==> src/rtl/sha_1_pkg.sv <==
`default_nettype none
// =============================================================================
// sha_1_pkg : shared state encoding, constants and last-word padding helpers
// Rev 1.0
// =============================================================================
package sha_1_pkg;

    localparam logic [3:0] ST_IDLE      = 4'd0;
    localparam logic [3:0] ST_FILL      = 4'd1;
    localparam logic [3:0] ST_PAD80     = 4'd2;
    localparam logic [3:0] ST_ZERO      = 4'd3;
    localparam logic [3:0] ST_LEN_HI    = 4'd4;
    localparam logic [3:0] ST_LEN_LO    = 4'd5;
    localparam logic [3:0] ST_SEND_WAIT = 4'd6;
    localparam logic [3:0] ST_SEND      = 4'd7;
    localparam logic [3:0] ST_GAP       = 4'd8;

    // What the FSM resumes with once the buffered block has been streamed out
    localparam logic [1:0] NX_DONE  = 2'd0;
    localparam logic [1:0] NX_FILL  = 2'd1;
    localparam logic [1:0] NX_PAD80 = 2'd2;
    localparam logic [1:0] NX_ZERO  = 2'd3;

    localparam logic [31:0] PAD_WORD  = 32'h8000_0000;
    localparam int          BLK_WORDS = 16;

    function automatic logic [31:0] byte_mask(input logic [2:0] b);
        case (b)
            3'd0:    byte_mask = 32'h0000_0000;
            3'd1:    byte_mask = 32'hFF00_0000;
            3'd2:    byte_mask = 32'hFFFF_0000;
            3'd3:    byte_mask = 32'hFFFF_FF00;
            default: byte_mask = 32'hFFFF_FFFF;
        endcase
    endfunction

    // Keep the valid bytes and place the 0x80 marker right after them
    function automatic logic [31:0] last_word(input logic [31:0] d, input logic [2:0] b);
        if (b[2])
            last_word = d;
        else
            last_word = (d & byte_mask(b)) | (PAD_WORD >> {b[1:0], 3'b000});
    endfunction

endpackage
`default_nettype wire

==> src/rtl/sha_1_pad_buf.sv <==
`default_nettype none
// =============================================================================
// sha_1_pad_buf : 16x32 block buffer, one write port, one read port, sync clear
// Rev 1.0
// =============================================================================
module sha_1_pad_buf
    import sha_1_pkg::*;
(
    input  logic        clk,
    input  logic        rstn,
    input  logic        i_clr,
    input  logic        i_we,
    input  logic [3:0]  i_waddr,
    input  logic [31:0] i_wdata,
    input  logic [3:0]  i_raddr,
    output logic [31:0] o_rdata
);

    logic [31:0] r_mem [BLK_WORDS];

    always_ff @(posedge clk or negedge rstn) begin
        if (!rstn) begin
            for (int i = 0; i < BLK_WORDS; i++) r_mem[i] <= '0;
        end else if (i_clr) begin
            for (int i = 0; i < BLK_WORDS; i++) r_mem[i] <= '0;
        end else if (i_we) begin
            r_mem[i_waddr] <= i_wdata;
        end
    end

    assign o_rdata = r_mem[i_raddr];

endmodule
`default_nettype wire

==> src/rtl/sha_1_pad.sv <==
`default_nettype none
// =============================================================================
// sha_1_pad : SHA-1 message padder, buffers one 16-word block and streams it out
// Rev 1.0
// =============================================================================
module sha_1_pad
    import sha_1_pkg::*;
#(
    parameter int BLK_GAP = 1
) (
    input  logic        clk,
    input  logic        rstn,
    input  logic [31:0] msg_data,
    input  logic        msg_vld,
    input  logic        msg_last,
    input  logic [2:0]  msg_bytes,
    output logic        msg_rdy,
    output logic [31:0] din,
    output logic        din_vld,
    output logic        use_pre_cv,
    output logic        sha_1_end,
    input  logic        busy,
    output logic        pad_idle
);

    localparam logic [3:0] GAP_LAST = (BLK_GAP > 1) ? 4'(BLK_GAP - 1) : 4'd0;

    logic [3:0]  r_state,   w_state_nx;
    logic [4:0]  r_idx,     w_idx_nx;
    logic [60:0] r_bytecnt, w_bytecnt_nx;
    logic [1:0]  r_next,    w_next_nx;
    logic        r_pre_cv,  w_pre_cv_nx;
    logic [3:0]  r_cnt,     w_cnt_nx;

    logic        w_clr, w_we, w_send;
    logic [31:0] w_wdata, w_rdata;
    logic [3:0]  w_mark_st;
    logic [63:0] w_bitlen;

    assign w_bitlen = {r_bytecnt, 3'b000};
    assign msg_rdy  = (r_state == ST_FILL) && !r_idx[4];

    // Where the marker lands decides whether the length still fits this block
    assign w_mark_st = (r_idx == 5'd13) ? ST_LEN_HI :
                       (r_idx == 5'd15) ? ST_SEND_WAIT : ST_ZERO;

    always_comb begin
        w_state_nx   = r_state;
        w_idx_nx     = r_idx;
        w_bytecnt_nx = r_bytecnt;
        w_next_nx    = r_next;
        w_pre_cv_nx  = r_pre_cv;
        w_cnt_nx     = r_cnt;
        w_clr        = 1'b0;
        w_we         = 1'b0;
        w_wdata      = '0;
        case (r_state)
            ST_IDLE: begin
                if (msg_vld) begin
                    w_state_nx = ST_FILL;
                    w_idx_nx   = '0;
                    w_clr      = 1'b1;
                end
            end
            ST_FILL: begin
                if (msg_vld && msg_rdy) begin
                    w_we     = 1'b1;
                    w_idx_nx = r_idx + 5'd1;
                    if (!msg_last) begin
                        w_wdata      = msg_data;
                        w_bytecnt_nx = r_bytecnt + 61'd4;
                        if (r_idx == 5'd15) begin
                            w_state_nx = ST_SEND_WAIT;
                            w_next_nx  = NX_FILL;
                        end
                    end else if (msg_bytes[2]) begin
                        w_wdata      = msg_data;
                        w_bytecnt_nx = r_bytecnt + 61'd4;
                        w_state_nx   = ST_PAD80;
                    end else begin
                        w_wdata      = last_word(msg_data, msg_bytes);
                        w_bytecnt_nx = r_bytecnt + 61'(msg_bytes);
                        w_state_nx   = w_mark_st;
                        w_next_nx    = NX_ZERO;
                    end
                end
            end
            ST_PAD80: begin
                if (r_idx[4]) begin
                    w_state_nx = ST_SEND_WAIT;
                    w_next_nx  = NX_PAD80;
                end else begin
                    w_we       = 1'b1;
                    w_wdata    = PAD_WORD;
                    w_idx_nx   = r_idx + 5'd1;
                    w_state_nx = w_mark_st;
                    w_next_nx  = NX_ZERO;
                end
            end
            ST_ZERO: begin
                w_we     = 1'b1;
                w_idx_nx = r_idx + 5'd1;
                if (r_idx == 5'd13) begin
                    w_state_nx = ST_LEN_HI;
                end else if (r_idx == 5'd15) begin
                    w_state_nx = ST_SEND_WAIT;
                    w_next_nx  = NX_ZERO;
                end
            end
            ST_LEN_HI: begin
                w_we       = 1'b1;
                w_wdata    = w_bitlen[63:32];
                w_idx_nx   = r_idx + 5'd1;
                w_state_nx = ST_LEN_LO;
            end
            ST_LEN_LO: begin
                w_we       = 1'b1;
                w_wdata    = w_bitlen[31:0];
                w_idx_nx   = r_idx + 5'd1;
                w_state_nx = ST_SEND_WAIT;
                w_next_nx  = NX_DONE;
            end
            ST_SEND_WAIT: begin
                if (!busy) begin
                    w_state_nx = ST_SEND;
                    w_cnt_nx   = '0;
                end
            end
            ST_SEND: begin
                w_cnt_nx = r_cnt + 4'd1;
                if (r_cnt == 4'd15) begin
                    w_state_nx = ST_GAP;
                    w_cnt_nx   = '0;
                end
            end
            ST_GAP: begin
                w_cnt_nx = r_cnt + 4'd1;
                if (r_cnt == GAP_LAST) begin
                    w_cnt_nx = '0;
                    w_idx_nx = '0;
                    if (r_next == NX_DONE) begin
                        w_state_nx   = ST_IDLE;
                        w_bytecnt_nx = '0;
                        w_pre_cv_nx  = 1'b0;
                    end else begin
                        w_pre_cv_nx = 1'b1;
                        w_clr       = 1'b1;
                        w_state_nx  = (r_next == NX_FILL)  ? ST_FILL  :
                                      (r_next == NX_PAD80) ? ST_PAD80 : ST_ZERO;
                    end
                end
            end
            default: w_state_nx = ST_IDLE;
        endcase
    end

    always_ff @(posedge clk or negedge rstn) begin
        if (!rstn) begin
            r_state   <= ST_IDLE;
            r_idx     <= '0;
            r_bytecnt <= '0;
            r_next    <= NX_DONE;
            r_pre_cv  <= 1'b0;
            r_cnt     <= '0;
        end else begin
            r_state   <= w_state_nx;
            r_idx     <= w_idx_nx;
            r_bytecnt <= w_bytecnt_nx;
            r_next    <= w_next_nx;
            r_pre_cv  <= w_pre_cv_nx;
            r_cnt     <= w_cnt_nx;
        end
    end

    sha_1_pad_buf u_buf (
        .clk     (clk),
        .rstn    (rstn),
        .i_clr   (w_clr),
        .i_we    (w_we),
        .i_waddr (r_idx[3:0]),
        .i_wdata (w_wdata),
        .i_raddr (r_cnt),
        .o_rdata (w_rdata)
    );

    // Outputs are decoded from state so an async reset drops them at once
    assign w_send     = (r_state == ST_SEND);
    assign din_vld    = w_send;
    assign din        = w_send ? w_rdata : '0;
    assign use_pre_cv = w_send & r_pre_cv;
    assign sha_1_end  = w_send & (r_next == NX_DONE);
    assign pad_idle   = (r_state == ST_IDLE);

endmodule
`default_nettype wire

==> config.mk <==
export PLATFORM = sky130hd
export DESIGN_NAME = sha_1_pad
export DESIGN_NICKNAME = d
export VERILOG_FILES = /design/src/rtl/sha_1_pkg.sv /design/src/rtl/sha_1_pad_buf.sv /design/src/rtl/sha_1_pad.sv
export SDC_FILE = /design/constraint.sdc
export NUM_CORES = 1
export LEC_CHECK = 0
export CAP_MARGIN = 5
export CELL_PAD_IN_SITES_DETAIL_PLACEMENT = 1
export CELL_PAD_IN_SITES_GLOBAL_PLACEMENT = 1
export CORE_MARGIN = 2
export CORE_UTILIZATION = 50
export CTS_CLUSTER_SIZE = 8
export DETAILED_ROUTE_END_ITERATION = 16
export PLACE_DENSITY = 0.82
export SKIP_LAST_GASP = 1
export SYNTH_ARGS = -nofsm -noshare
export SYNTH_HDL_FRONTEND = slang
export SYNTH_SLANG_ARGS = --single-unit
==> constraint.sdc <==
create_clock -name clk -period 4.1 [get_ports clk]
set_clock_uncertainty 0.2 [all_clocks]
set_input_delay 0.82 -clock clk [delete_from_list [all_inputs] [get_ports clk]]
set_output_delay 0.82 -clock clk [all_outputs]
set_load 0.01 [all_outputs]
==> results of run 1 <==
per-stage QoR:
step / worst slack [ns] / area [sq um] / util
after floorplan: 0.601 / 28700 / -
after global placement: 0.0723 / 30800 / 0.544
after detailed placement: -0.0842 / 30800 / 0.544
after CTS: -0.159 / 33100 / 0.585
after global routing: -0.146 / 33400 / 0.590
final: -0.0919 / 33400 / 0.590
flip-flops by register name, indices dropped and copies added (netlist names):
name / cells
r_bytecnt: 61
r_cnt: 4
r_idx: 5
r_next: 2
r_pre_cv: 1
r_state: 4
u_buf.r_mem: 512
kinds of logic after synthesis:
| group | after synthesis |
|---|---|
| simple gates | 881 |
| fa+ha+maj | 13 |
| buf+inv | 297 |
| compound gates | 685 |
| mux | 166 |
| xor+xnor | 26 |
| flops | 589 |
cell usage in the layout, fill, tap and decap left out, types with 5 or more instances in the layout:
master,instances
a211oi_1,356
a21oi_1,34
a222oi_1,28
a22oi_1,7
a31oi_1,11
and2_1,40
and3_1,12
and3_2,11
and4_1,7
buf_12,32
buf_16,6
buf_4,113
clkbuf_16,89
clkdlybuf4s50_1,45
dfrtp_1,585
dlygate4sd2_1,11
dlymetal6s2s_1,16
ha_1,12
inv_1,17
mux4_2,160
nand2_1,70
nand2b_1,7
nand3_1,201
nand3_2,5
nand4_1,33
nor2_1,417
nor2b_1,12
nor3_1,17
nor4_1,9
o211ai_1,11
o21a_1,5
o21ai_0,200
or3_1,10
or4_1,8
xor2_1,24
area by class of cell:
type	instances	area [sq um]
clock buffer	86	2110
clock inverter	3	30.0
fill	5790	23200
inverter	18	67.6
multi-input combinational	1771	12900
sequential	589	14800
tap	756	946
timing repair buffer	235	2610
report_power, final:
group / total (mW) / switching (mW) / leakage [nW] / internal, mW
logic: 5.83 / 3.52 / 4.54 / 2.31
registers: 7.94 / 0.863 / 8.05 / 7.08
clock network: 6.07 / 2.49 / 1.05 / 3.58
total: 19.8 / 6.87 / 13.6 / 13.0
critical path, cell delays in order, from the launching register on:
cell	delay, ns
dfrtp_4	0.49
buf_12	0.15
buf_16	0.16
mux4_2	0.52
mux4_2	0.49
and2_1	0.23
clkdlybuf4s50_1	0.50
metal layers:
| metal | vias to the layer above | wire length (microns) | track usage |
|---|---|---|---|
| li1 | 9958 | - | - |
| met1 | 12800 | 38600 | 0.435 |
| met2 | 1248 | 50800 | 0.572 |
| met3 | 359 | 7550 | 0.0620 |
| met4 | 0 | 4740 | 0.169 |
| met5 | - | 0 | 0 |
repair_timing:
item                                    4_1_cts  5_1_grt
gates cloned                                  1        5
gates resized for setup                      19       25
hold buffers                                  0        0
setup buffers                                12       14
endpoints found under the setup margin       32       21
hold endpoints to repair                      0        0
worst paths after layout:
path                                           start                      endpoint  slack (ns)
min in group clk                r_pre_cv$_DFFE_PN0P_          r_pre_cv$_DFFE_PN0P_        0.30
worst max register to register  r_cnt[0]$_DFFE_PN0P_     r_bytecnt[34]$_DFFE_PN0P_        0.44
worst min-delay path                            rstn  u_buf.r_mem[330]$_DFFE_PN0P_        0.01
max in group asynchronous                       rstn  u_buf.r_mem[394]$_DFFE_PN0P_        2.57
worst max-delay path            r_cnt[0]$_DFFE_PN0P_                       din[31]       -0.09
worst min register to register  r_pre_cv$_DFFE_PN0P_          r_pre_cv$_DFFE_PN0P_        0.30
==> results.py, run 1 <==
metrics = {
    "run_status": {
        "status": "finished with violations",
        "violations": "negative setup slack",
    },
    "synthesis": {
        "synth_fp_nets": 2710,
        "synthAdderAreaFrac": 0.00593,
        "synth_seq_cells": 589,
        "yosys.area_share.simple": 0.142,
        "synth_cell_type_count": 68,
        "synth_top_family_by_area": "compound AO/OA/AOI/OAI gates",
        "synthMuxAreaShare": 0.128,
        "synth_edf_count": 0,
        "synth_compound_area_frac": 0.163,
        "synth.largest_area_cell": "dfrtp_1",
        "avgSynthCellArea_sq_um": 10.8,
        "yosysMostFrequentCell": "dfrtp_1",
        "synthCells": 2657,
        "ys.flop_type": "dfrtp_1",
        "netlist_area_sq_mm": 0.0287,
        "yosys_warnings": 0,
        "yosysTopAreaCellShare": 0.514,
        "synthArstFlopShare": 1.00,
        "ys_seq_area_frac": 0.514,
        "ys_top_cells_by_area": "dfrtp_1, mux4_2, a211oi_1",
        "synth_commonest_cells": "dfrtp_1, nor2_1, a211oi_1",
        "synth_xor_area_frac": 0.00794,
    },
    "critical_path": {
        "path_class": "reg -> out",
        "crit_path_max_fanout": 11,
        "reg2reg_depth": 12,
        "crit_path_end_kind": "primary output",
        "cp-start-kind": "flip-flop",
        "crit_required_ns": 3.08,
        "arrival_ns": 3.17,
    },
    "global_routing": {
        "grt_start_max_net_pins": 108,
        "track_usage": 0.343,
        "grt_pass1_vias": 26600,
        "antenna_found_initial": 1,
        "grt.overflow.total": 0,
        "grt_first_pass_wirelength_microns": 158000,
    },
    "detailed_routing": {
        "wirelength_microns": 102000,
        "drt-initial-drc-count": 2557,
        "wl_per_cell_microns": 29.4,
        "ant_nets": 0,
        "viasPerCell": 7.05,
        "drc": 0,
        "routed-via-count": 24400,
        "first_pass_iters": 8,
    },
    "sta": {
        "holdWs_ns": 0.0148,
        "hold_viol": 0,
        "post-route-period-util": 1.02,
        "relSlewSlack": 0.271,
        "fin_crit_ns": 4.19,
        "maxSlewViolCount": 0,
        "setup_viol": 7,
        "maxClockFrequency_mhz": 239,
        "postLayoutSetupSlackWorst_ns": -0.0919,
        "worst_pin_slew_ns": 1.09,
        "rsz0062_at_grt": "true",
        "finalSetupTns_ns": -0.279,
    },
    "clock_network": {
        "cts_max_level": 3,
        "clock_latency_ns": 0.63,
        "cts-root-buf": "clkbuf_16",
        "cts.clk_slew.worst_paths_ns": 0.05,
        "clock-sinks": 589,
        "cts_tree": "yes",
        "clockBufferDepth": 3,
        "cts_inserted_buffers": 83,
    },
    "worst_hold_path": {
        "worstHoldPathType": "in -> async",
    },
    "die": {
        "pin_count": 77,
        "initial_utilization": 0.507,
        "die_x_microns": 244,
        "core_area_sq_mm": 0.0566,
        "fp.dieArea_sq_mm": 0.0593,
        "die_height_microns": 244,
        "rows": 87,
    },
    "place": {
        "gp_congestion": 0.907,
        "place_hpwl_microns": 57600,
        "dp.cells": 3337,
        "numPortBuffers": 76,
    },
    "power_and_ir_drop": {
        "p_total_mw": 19.8,
        "max-vdd-ir-drop_mv": 0.375,
        "leakage_nw": 13.6,
        "power_density_mw_per_mm2": 594,
    },
    "cells_and_area": {
        "diodes": 0,
        "synthToLayoutAreaGrowth_pct": 16.4,
        "final_cells": 3458,
        "layout.nets": 2751,
        "layout-drive-gt1-share": 0.166,
    },
    "job": {
        "drv_cap": 0,
    },
}
(Power assumes the default switching activity.)
==> inputs of run 2 (changes only) <==
--- a/config.mk
+++ b/config.mk
@@ -13,6 +13,7 @@
 export CTS_CLUSTER_SIZE = 8
 export DETAILED_ROUTE_END_ITERATION = 16
 export PLACE_DENSITY = 0.82
+export SETUP_SLACK_MARGIN = 0.15
 export SKIP_LAST_GASP = 1
 export SYNTH_ARGS = -nofsm -noshare
 export SYNTH_HDL_FRONTEND = slang
==> run 2 against run 1 <==
Against the previous run:
- the run now ends clean
- largest cell class unchanged
- critical path depth grew 1
- worst setup slack improved by 0.13 ns
- sequential share of layout area is 0.63 points lower
- clock power barely moved
- register-to-register slack improved by 0.04 ns
- first-iteration DRC count is 1.4% higher
- die area is the same
==> results.py, run 2 (synthesis results as in run 1) <==
metrics = {
    "detailed_routing": {
        "drt-initial-drc-count": 2592,
        "routed-via-count": 24600,
        "wl_per_cell_microns": 30.1,
        "drc": 0,
        "first_pass_iters": 10,
        "ant_nets": 0,
        "viasPerCell": 7.06,
        "wirelength_microns": 105000,
    },
    "clock_network": {
        "cts_tree": "yes",
        "clock-sinks": 589,
        "clock_latency_ns": 0.63,
        "cts_inserted_buffers": 83,
        "clockBufferDepth": 3,
        "cts-root-buf": "clkbuf_16",
        "cts.clk_slew.worst_paths_ns": 0.05,
        "cts_max_level": 3,
    },
    "cells_and_area": {
        "layout-drive-gt1-share": 0.191,
        "layout_commonest_cell": "dfrtp_1",
        "top_register": "u_buf.r_mem",
        "layout.nets": 2775,
        "fin_area_sq_mm": 0.0339,
        "postLayoutCoreUtil": 0.599,
        "top_regs": "u_buf.r_mem: 512 flops, r_bytecnt: 61 flops, r_idx: 5 flops",
        "final_cells": 3483,
        "synthToLayoutAreaGrowth_pct": 18.1,
        "seqCellArea_sq_mm": 0.0148,
        "multi_input_area_sq_mm": 0.0129,
        "largest_register_ffs": 512,
        "layout_common_cells": "dfrtp_1, nor2_1, a211oi_1",
        "nFillCells": 5747,
    },
    "global_routing": {
        "grt_start_max_net_pins": 108,
        "grt.overflow.total": 0,
        "grt_first_pass_wirelength_microns": 161000,
        "antenna_found_initial": 1,
        "track_usage": 0.353,
        "grt_pass1_vias": 27000,
    },
    "critical_path": {
        "reg2reg_depth": 11,
        "max_stage_delay_ns": 0.57,
        "crit_path_max_fanout": 6,
        "cp_common_cell": "mux4_2",
        "crit_required_ns": 3.08,
        "path_buf_inv": 4,
        "cp_num_cells": 7,
        "arrival_ns": 3.04,
        "crit_path_top_delay_cell": "mux4_2",
        "crit_path_end_kind": "primary output",
        "cp-start-kind": "flip-flop",
        "path_class": "reg -> out",
        "cpLargestDelayFamily": "multiplexers",
        "cp_cell_sequence": "buf_8 -> buf_16 -> buf_4 -> mux4_2 -> mux4_2 -> and2_4 -> clkbuf_2",
    },
    "sta": {
        "postLayoutSetupSlackWorst_ns": 0.0419,
        "hold_viol": 0,
        "maxClockFrequency_mhz": 246,
        "rsz0062_at_grt": "true",
        "maxSlewViolCount": 0,
        "finalSetupTns_ns": 0,
        "fin_crit_ns": 4.06,
        "setup_viol": 0,
        "holdWs_ns": 0.0165,
        "worst_pin_slew_ns": 1.09,
        "post-route-period-util": 0.990,
        "relSlewSlack": 0.273,
    },
    "die": {
        "initial_utilization": 0.507,
        "die_x_microns": 244,
        "pin_count": 77,
        "die_height_microns": 244,
        "rows": 87,
        "fp.dieArea_sq_mm": 0.0593,
        "core_area_sq_mm": 0.0566,
    },
    "power_and_ir_drop": {
        "max-vdd-ir-drop_mv": 0.376,
        "leakage_nw": 13.6,
        "p_total_mw": 20.1,
        "power_density_mw_per_mm2": 593,
    },
    "place": {
        "dpl_cell_area_sq_mm": 0.0308,
        "gp_congestion": 0.907,
        "dp.cells": 3337,
        "numPortBuffers": 76,
        "place_hpwl_microns": 57600,
        "dp_slack_ns": -0.0842,
    },
    "run_status": {
        "status": "finished clean",
    },
    "job": {
        "drv_cap": 0,
    },
    "worst_hold_path": {
        "worstHoldPathType": "in -> async",
    },
}
==> run 2: changes by cell type in the layout (fill, tap and decap cells not counted), moves of 4 or more <==
cell and change:
buf_2 +13, buf_12 +14, and2_1 -21, dlygate4sd2_1 -10
and2_4 +21, buf_6 +19, buf_4 -5, dlymetal6s2s_1 -15
clkbuf_16 -4, buf_16 +10
==> run 2: power breakdown <==
group | internal, mW | switching [mW]
sequential | 7.08 | 0.896
combinational | 2.41 | 3.63
clock | 3.58 | 2.51
total | 13.1 | 7.03
==> run 2: worst reg2reg max path, delay by kind of cell (launching register included) <==
family | cells | cell delay, ns
simple gates | 5 | 1.65
buf+inv | 4 | 0.73
fa+ha+maj | 1 | 0.15
flops | 1 | 0.57
xor+xnor | 1 | 0.18
==> run 2: what timing repair did <==
action / 4_1_cts / 5_1_grt
resized for setup: 141 / 42
cloned: 10 / 1
endpoints found under the setup margin: 32 / 20
hold buffers: 0 / 0
pin swaps: 7 / 3
buffers inserted: 31 / 14
==> run 2: final timing paths <==
path                                                   from                      endpoint  slack, ns
worst min register to register  u_buf.r_mem[51]$_DFFE_PN0P_   u_buf.r_mem[51]$_DFFE_PN0P_       0.30
worst max-delay path                   r_cnt[0]$_DFFE_PN0P_                       din[17]       0.04
worst max register to register         r_cnt[0]$_DFFE_PN0P_     r_bytecnt[34]$_DFFE_PN0P_       0.48
max in group asynchronous                              rstn  u_buf.r_mem[237]$_DFFE_PN0P_       2.56
worst min-delay path                                   rstn  u_buf.r_mem[330]$_DFFE_PN0P_       0.02
min in group clk                u_buf.r_mem[51]$_DFFE_PN0P_   u_buf.r_mem[51]$_DFFE_PN0P_       0.30
==> run 2: layout make-up <==
| type | count | area share |
|---|---|---|
| Timing Repair Buffer | 259 | 0.0897 |
| Inverter | 18 | 0.00199 |
| Tap cell | 756 | 0.0279 |
| Clock inverter | 3 | 0.000886 |
| Multi-Input combinational cell | 1771 | 0.382 |
| Sequential cell | 589 | 0.435 |
| Clock buffer | 86 | 0.0622 |
| Antenna cell | 1 | 0.0000738 |
==> run 2: layer usage <==
layer | vias to the layer above | track usage | wire [microns]
li1 | 9990 | - | -
met1 | 12900 | 0.443 | 39400
met2 | 1354 | 0.589 | 52100
met3 | 382 | 0.0641 | 8060
met4 | 0 | 0.180 | 5290
met5 | - | 0 | 0
==> RTL edit 1, RTL diff (flow settings as in run 1) <==
`BLK_WORDS`: 16 -> 8.
--- a/src/rtl/sha_1_pkg.sv
+++ b/src/rtl/sha_1_pkg.sv
@@ -22,7 +22,7 @@
     localparam logic [1:0] NX_ZERO  = 2'd3;
 
     localparam logic [31:0] PAD_WORD  = 32'h8000_0000;
-    localparam int          BLK_WORDS = 16;
+    localparam int          BLK_WORDS = 8;
 
     function automatic logic [31:0] byte_mask(input logic [2:0] b);
         case (b)
Function: not settled (the Yosys comparison gave no result); the edit may change what the design does.
==> RTL edit 1 against run 1 <==
  * Design area down 42%
  * Highest routed layer unchanged
  * Combinational power shrank 38%
  * Critical endpoint is now din_vld
  * Wire length decreased by 43%
  * Maximum frequency rose by 8.0%
  * Area after synthesis decreased by 42%
  * Largest cell class unchanged
  * Setup slack better by 310 ps
  * Sequential cell count down 256
  * Total power shrank 42%
==> RTL edit 1: results (changes against run 1) <==
grt_pass1_vias: 15000  # -44%
yosys_warnings: 0  # unchanged
ir_drop_uv: 356  # -4.9%
r2r_cells: 8  # -4
synthArstFlopShare: 1.00  # unchanged
post_cts.repair.setup_buffers: 0  # -12
outcome: "complete, no violations"
leakagePower_uw: 0.00825  # -40%
cts-root-buf: "clkbuf_16"
grt_first_pass_wirelength_um: 90300  # -43%
grt_usage: 0.335  # -0.00880
clockBufferDepth: 3  # unchanged
cp_max_fo: 36  # +25
firstDrtPassIters: 5  # -3
timing.final.crit_share: 0.946  # -0.0760
antenna-diode-count: 0  # unchanged
port_buffers: 76  # unchanged
fillers: 3397  # -41%
finalNetCount: 1570  # -43%
hpwl_um: 36600  # -36%
layout-drive-gt1-share: 0.143  # -0.0229
slew_headroom: 0.133  # -0.138
whs_ps: 125  # +110 ps
synth_ff_type: "dfrtp_1"
timing.rr.end: "u_buf.r_mem[249]"
critPathLaunch: "r_state[3]"
syn-num-nets: 1510  # -44%
largestRegisters: "u_buf.r_mem x256, r_bytecnt x61, r_idx x5"
r2r_slack_ps: 590  # +150 ps
htreeDepth: 2  # -1
vias: 14000  # -43%
rr_startpoint: "r_state[2]"
antenna_found_initial: 0  # -1
ys_types: 76  # +12%
placed_area_um2: 18200  # -41%
drt_iter0_drc: 1125  # -56%
netlist_top_cells_count: "dfrtp_1 (333), a22o_1 (261), nor2_1 (91)"
clk_latency_ps: 570  # -60 ps
gp_congestion: 0.895  # -1.4%
grt_max_degree: 104  # -3.7%
cts_buffers: 47  # -43%
routedWlPerCell_um: 29.4  # about the same
yosysSeqAreaShare: 0.497  # -0.0167
post_cts_resized: 0  # -19
arrival_ps: 2860  # -310 ps
path_clk_slew_ps: 50  # about the same
synth_area_leaders: "dfrtp_1 (50%), a22o_1 (14%), mux4_2 (8.6%)"
crit_path_end: "din_vld"
hp-class: "in -> async"
==> RTL edit 1: through the flow <==
stage | util | worst slack (ps) | cells
detailed placement | 0.545 | 153 | 1918
global placement | 0.545 | 297 | 1918
CTS | 0.583 | 244 | 1970
finish | 0.583 | 220 | 1970
floorplan | - | 1060 | 1459
global route | 0.583 | 116 | 1970
==> RTL edit 1: logic make-up after synthesis <==
logic type                 count (synthesis)  synth area share
DFF                                      333             0.497
buffers and inverters                    163            0.0407
xor gates and xnor gates                  19           0.00992
AOI/OAI and AO/OA                        485             0.225
adders and majority gates                 11           0.00866
and+or+nand+nor                          349             0.112
muxes                                     99             0.107
==> RTL edit 1: layer usage <==
layer	track usage	up-vias	part of all wire
met5	0	-	0
met4	0.156	0	0.043
met3	0.0585	162	0.072
met2	0.549	727	0.49
met1	0.436	7349	0.39
li1	-	5718	-
==> RTL edit 1: worst max-delay path: stages, from the launching register on <==
cell and delay (ps):
dfrtp_1 680, and3b_1 290, nand2_1 90, buf_4 450, inv_1 260, clkdlybuf4s50_1 540
==> RTL edit 1: where the power goes <==
part	switching, uW	leakage [uW]	total (uW)	internal, uW
clock	1430	0.000615	3480	2060
sequential	549	0.00460	4400	3850
combinational	2350	0.00303	3610	1260
total	4320	0.00825	11500	7170
==> RTL edit 1: cell type report <==
cell class / count / area share
Clock buffer: 49 / 0.0621
Clock inverter: 3 / 0.00264
Multi-Input combinational cell: 963 / 0.401
Tap cell: 448 / 0.0289
Timing Repair Buffer: 130 / 0.0668
Inverter: 44 / 0.00851
Sequential cell: 333 / 0.430
==> RTL edit 2, RTL diff (settings of run 1) <==
Made on the original files. Reset style: synchronous (`rstn`), changed in 2 clocked blocks. Comments in the files are not updated.
--- a/src/rtl/sha_1_pad_buf.sv
+++ b/src/rtl/sha_1_pad_buf.sv
@@ -18,7 +18,7 @@
 
     logic [31:0] r_mem [BLK_WORDS];
 
-    always_ff @(posedge clk or negedge rstn) begin
+    always_ff @(posedge clk) begin
         if (!rstn) begin
             for (int i = 0; i < BLK_WORDS; i++) r_mem[i] <= '0;
         end else if (i_clr) begin
--- a/src/rtl/sha_1_pad.sv
+++ b/src/rtl/sha_1_pad.sv
@@ -154,7 +154,7 @@
         endcase
     end
 
-    always_ff @(posedge clk or negedge rstn) begin
+    always_ff @(posedge clk) begin
         if (!rstn) begin
             r_state   <= ST_IDLE;
             r_idx     <= '0;
Check against the original RTL: not settled (the Yosys comparison gave no result); the edit may change what the design does.
==> RTL edit 2 against run 1 <==
  * The run still ends with setup timing left
  * Sequential cell count is 4 higher
  * Global-route usage is 0.45 points lower
  * Wire length is 7.0% lower
  * Area after synthesis is 6.1% lower
  * Setup slack better by 58 ps
  * Design area is 4.2% lower
  * Critical path type unchanged
Power is not compared: it rests on default switching activity, and its combinational part moved more than twofold at a synthesized area within 25%.
==> RTL edit 2: results (changes against run 1) <==
fin_ws_ps: -34.0  # +57.9 ps
rr_startpoint: "r_cnt[0]"
grt_usage: 0.339  # -0.00448
yosysTopAreaCellShare: 0.571  # +0.0573
synth_xor_area_frac: 0.0107  # +0.00280
cp_max_fo: 6  # -5
setup_viol_count_final: 6  # -1
hold_end: "r_next[0]"
cts_buffers: 84  # +1.2%
finalNetCount: 2233  # -19%
synth_fa_ha_area_frac: 0.00632  # +0.000389
clockBufferDepth: 3  # unchanged
layout-drive-gt1-share: 0.202  # +0.0355
drt_iter0_drc: 2584  # +1.1%
synthArstFlopShare: 0  # -1.00
ys_types: 66  # -2.9%
timing.rr.end: "u_buf.r_mem[9][28]"
synth_area_leaders: "edfxtp_1 (57%), mux4_2 (13%), nor2_1 (8.1%)"
tightest_slew_ps: 955  # -134 ps
hp-class: "reg -> reg"
yosysSeqAreaShare: 0.631  # +0.117
grt_pass1_vias: 20700  # -22%
grt_first_pass_wirelength_um: 137000  # -13%
pre_cts_slack_ps: 238  # +322 ps
whs_ps: 312  # +297 ps
gp_congestion: 0.959  # +5.8%
routedWlPerCell_um: 32.5  # +11%
netlist_top_cells_count: "nor2_1 (580), edfxtp_1 (512), mux4_2 (160)"
syn-num-nets: 2092  # -23%
synth_mux_area_frac: 0.136  # +0.00828
outcome: "finished with violations"
hpwl_um: 54500  # -5.5%
synth_compound_area_frac: 0.0419  # -0.121
antenna_found_initial: 1  # unchanged
r2r_slack_ps: 630  # +190 ps
viasPerCell: 6.76  # -4.1%
synth_enable_flop_cells: 512  # +512
grt_max_degree: 52  # -52%
r2r_cells: 10  # -2
arrival_ps: 3110  # -60 ps
violations: "setup timing"
firstDrtPassIters: 7  # -1
-- RTL edit 2: cell count changes after synthesis, sizes merged, moves of 160 or more --
cell,run 1,this run
nand3,206,46
dfrtp,589,0
nor2,419,580
edfxtp,0,512
a211oi,356,2
o21ai,201,32
-- RTL edit 2: worst register-to-register path, cell delays in order, from the launching register on --
cell and delay, ps:
dfxtp_1 340, inv_1 90, ha_1 140, nor3b_1 620, a31o_2 290, a21boi_2 70
o211a_1 370, buf_4 280, nand3_2 90, buf_4 500, nor2_1 190
-- RTL edit 2: cell type report --
cell class	instances	area [um2]
sequential	593	17000
timing repair buffer	218	2320
multi-input combinational	1263	9360
tap	696	871
fill	5056	21500
inverter	20	75.1
clock inverter	5	97.6
clock buffer	112	2270
-- RTL edit 2: how the worst max path moves through the flow --
stage	startpoint	end	slack (ps)	cells past startpoint
2_1_floorplan	msg_vld	u_buf.r_mem[0][0]	410	8
5_1_grt	register	din[3]	-80	6
4_1_cts	register	din[3]	-110	6
3_3_place_gp	msg_bytes[0]	r_bytecnt[46]	330	9
6_report	register	din[1]	-30	6
3_5_place_dp	msg_last	u_buf.r_mem[12][15]	240	7
-- RTL edit 2: logic make-up after synthesis --
group	Yosys count
flip-flops	593
XOR/XNOR	33
buffers and inverters	183
adder cells (fa/ha/maj)	13
AO/OA/AOI/OAI	156
multiplexers	166
AND/OR/NAND/NOR	895
-- RTL edit 2: layer usage --
layer / part of all wire / up-vias / wire, um / GRT usage
met5: 0.00012 / - / 11 / 0
met4: 0.058 / 2 / 5450 / 0.196
met3: 0.091 / 348 / 8610 / 0.0586
met2: 0.50 / 1361 / 47300 / 0.573
met1: 0.35 / 10100 / 33200 / 0.413
li1: - / 7866 / - / -
-- RTL edit 2: what timing repair did --
| item | in CTS | in global routing |
|---|---|---|
| gates resized for setup | 18 | 13 |
| endpoints found under the hold margin | 0 | 0 |
| cloned | 8 | 6 |
| buffers inserted | 6 | 11 |
| pin swaps | 0 | 0 |
| endpoints found under the setup margin | 30 | 24 |
-- RTL edit 2: metrics by stage --
| stage | cells | setup TNS [ps] | utilization | area [um2] |
|---|---|---|---|---|
| 6_report | 2907 | -110 | 0.598 | 32000 |
| 5_1_grt | 2907 | -667 | 0.598 | 32000 |
| 4_1_cts | 2890 | -1180 | 0.593 | 31700 |
| 3_5_place_dp | 2759 | 0 | 0.543 | 29100 |
| 3_3_place_gp | 2759 | 0 | 0.543 | 29100 |
| 2_1_floorplan | 2039 | 0 | - | 26900 |
-- RTL edit 2: power by group --
part           leakage, uW  total, uW  internal [uW]  switching (uW)
logic              0.00346        795            272             523
clock network      0.00114       6430           3830            2600
registers          0.00622       7030           6900             130
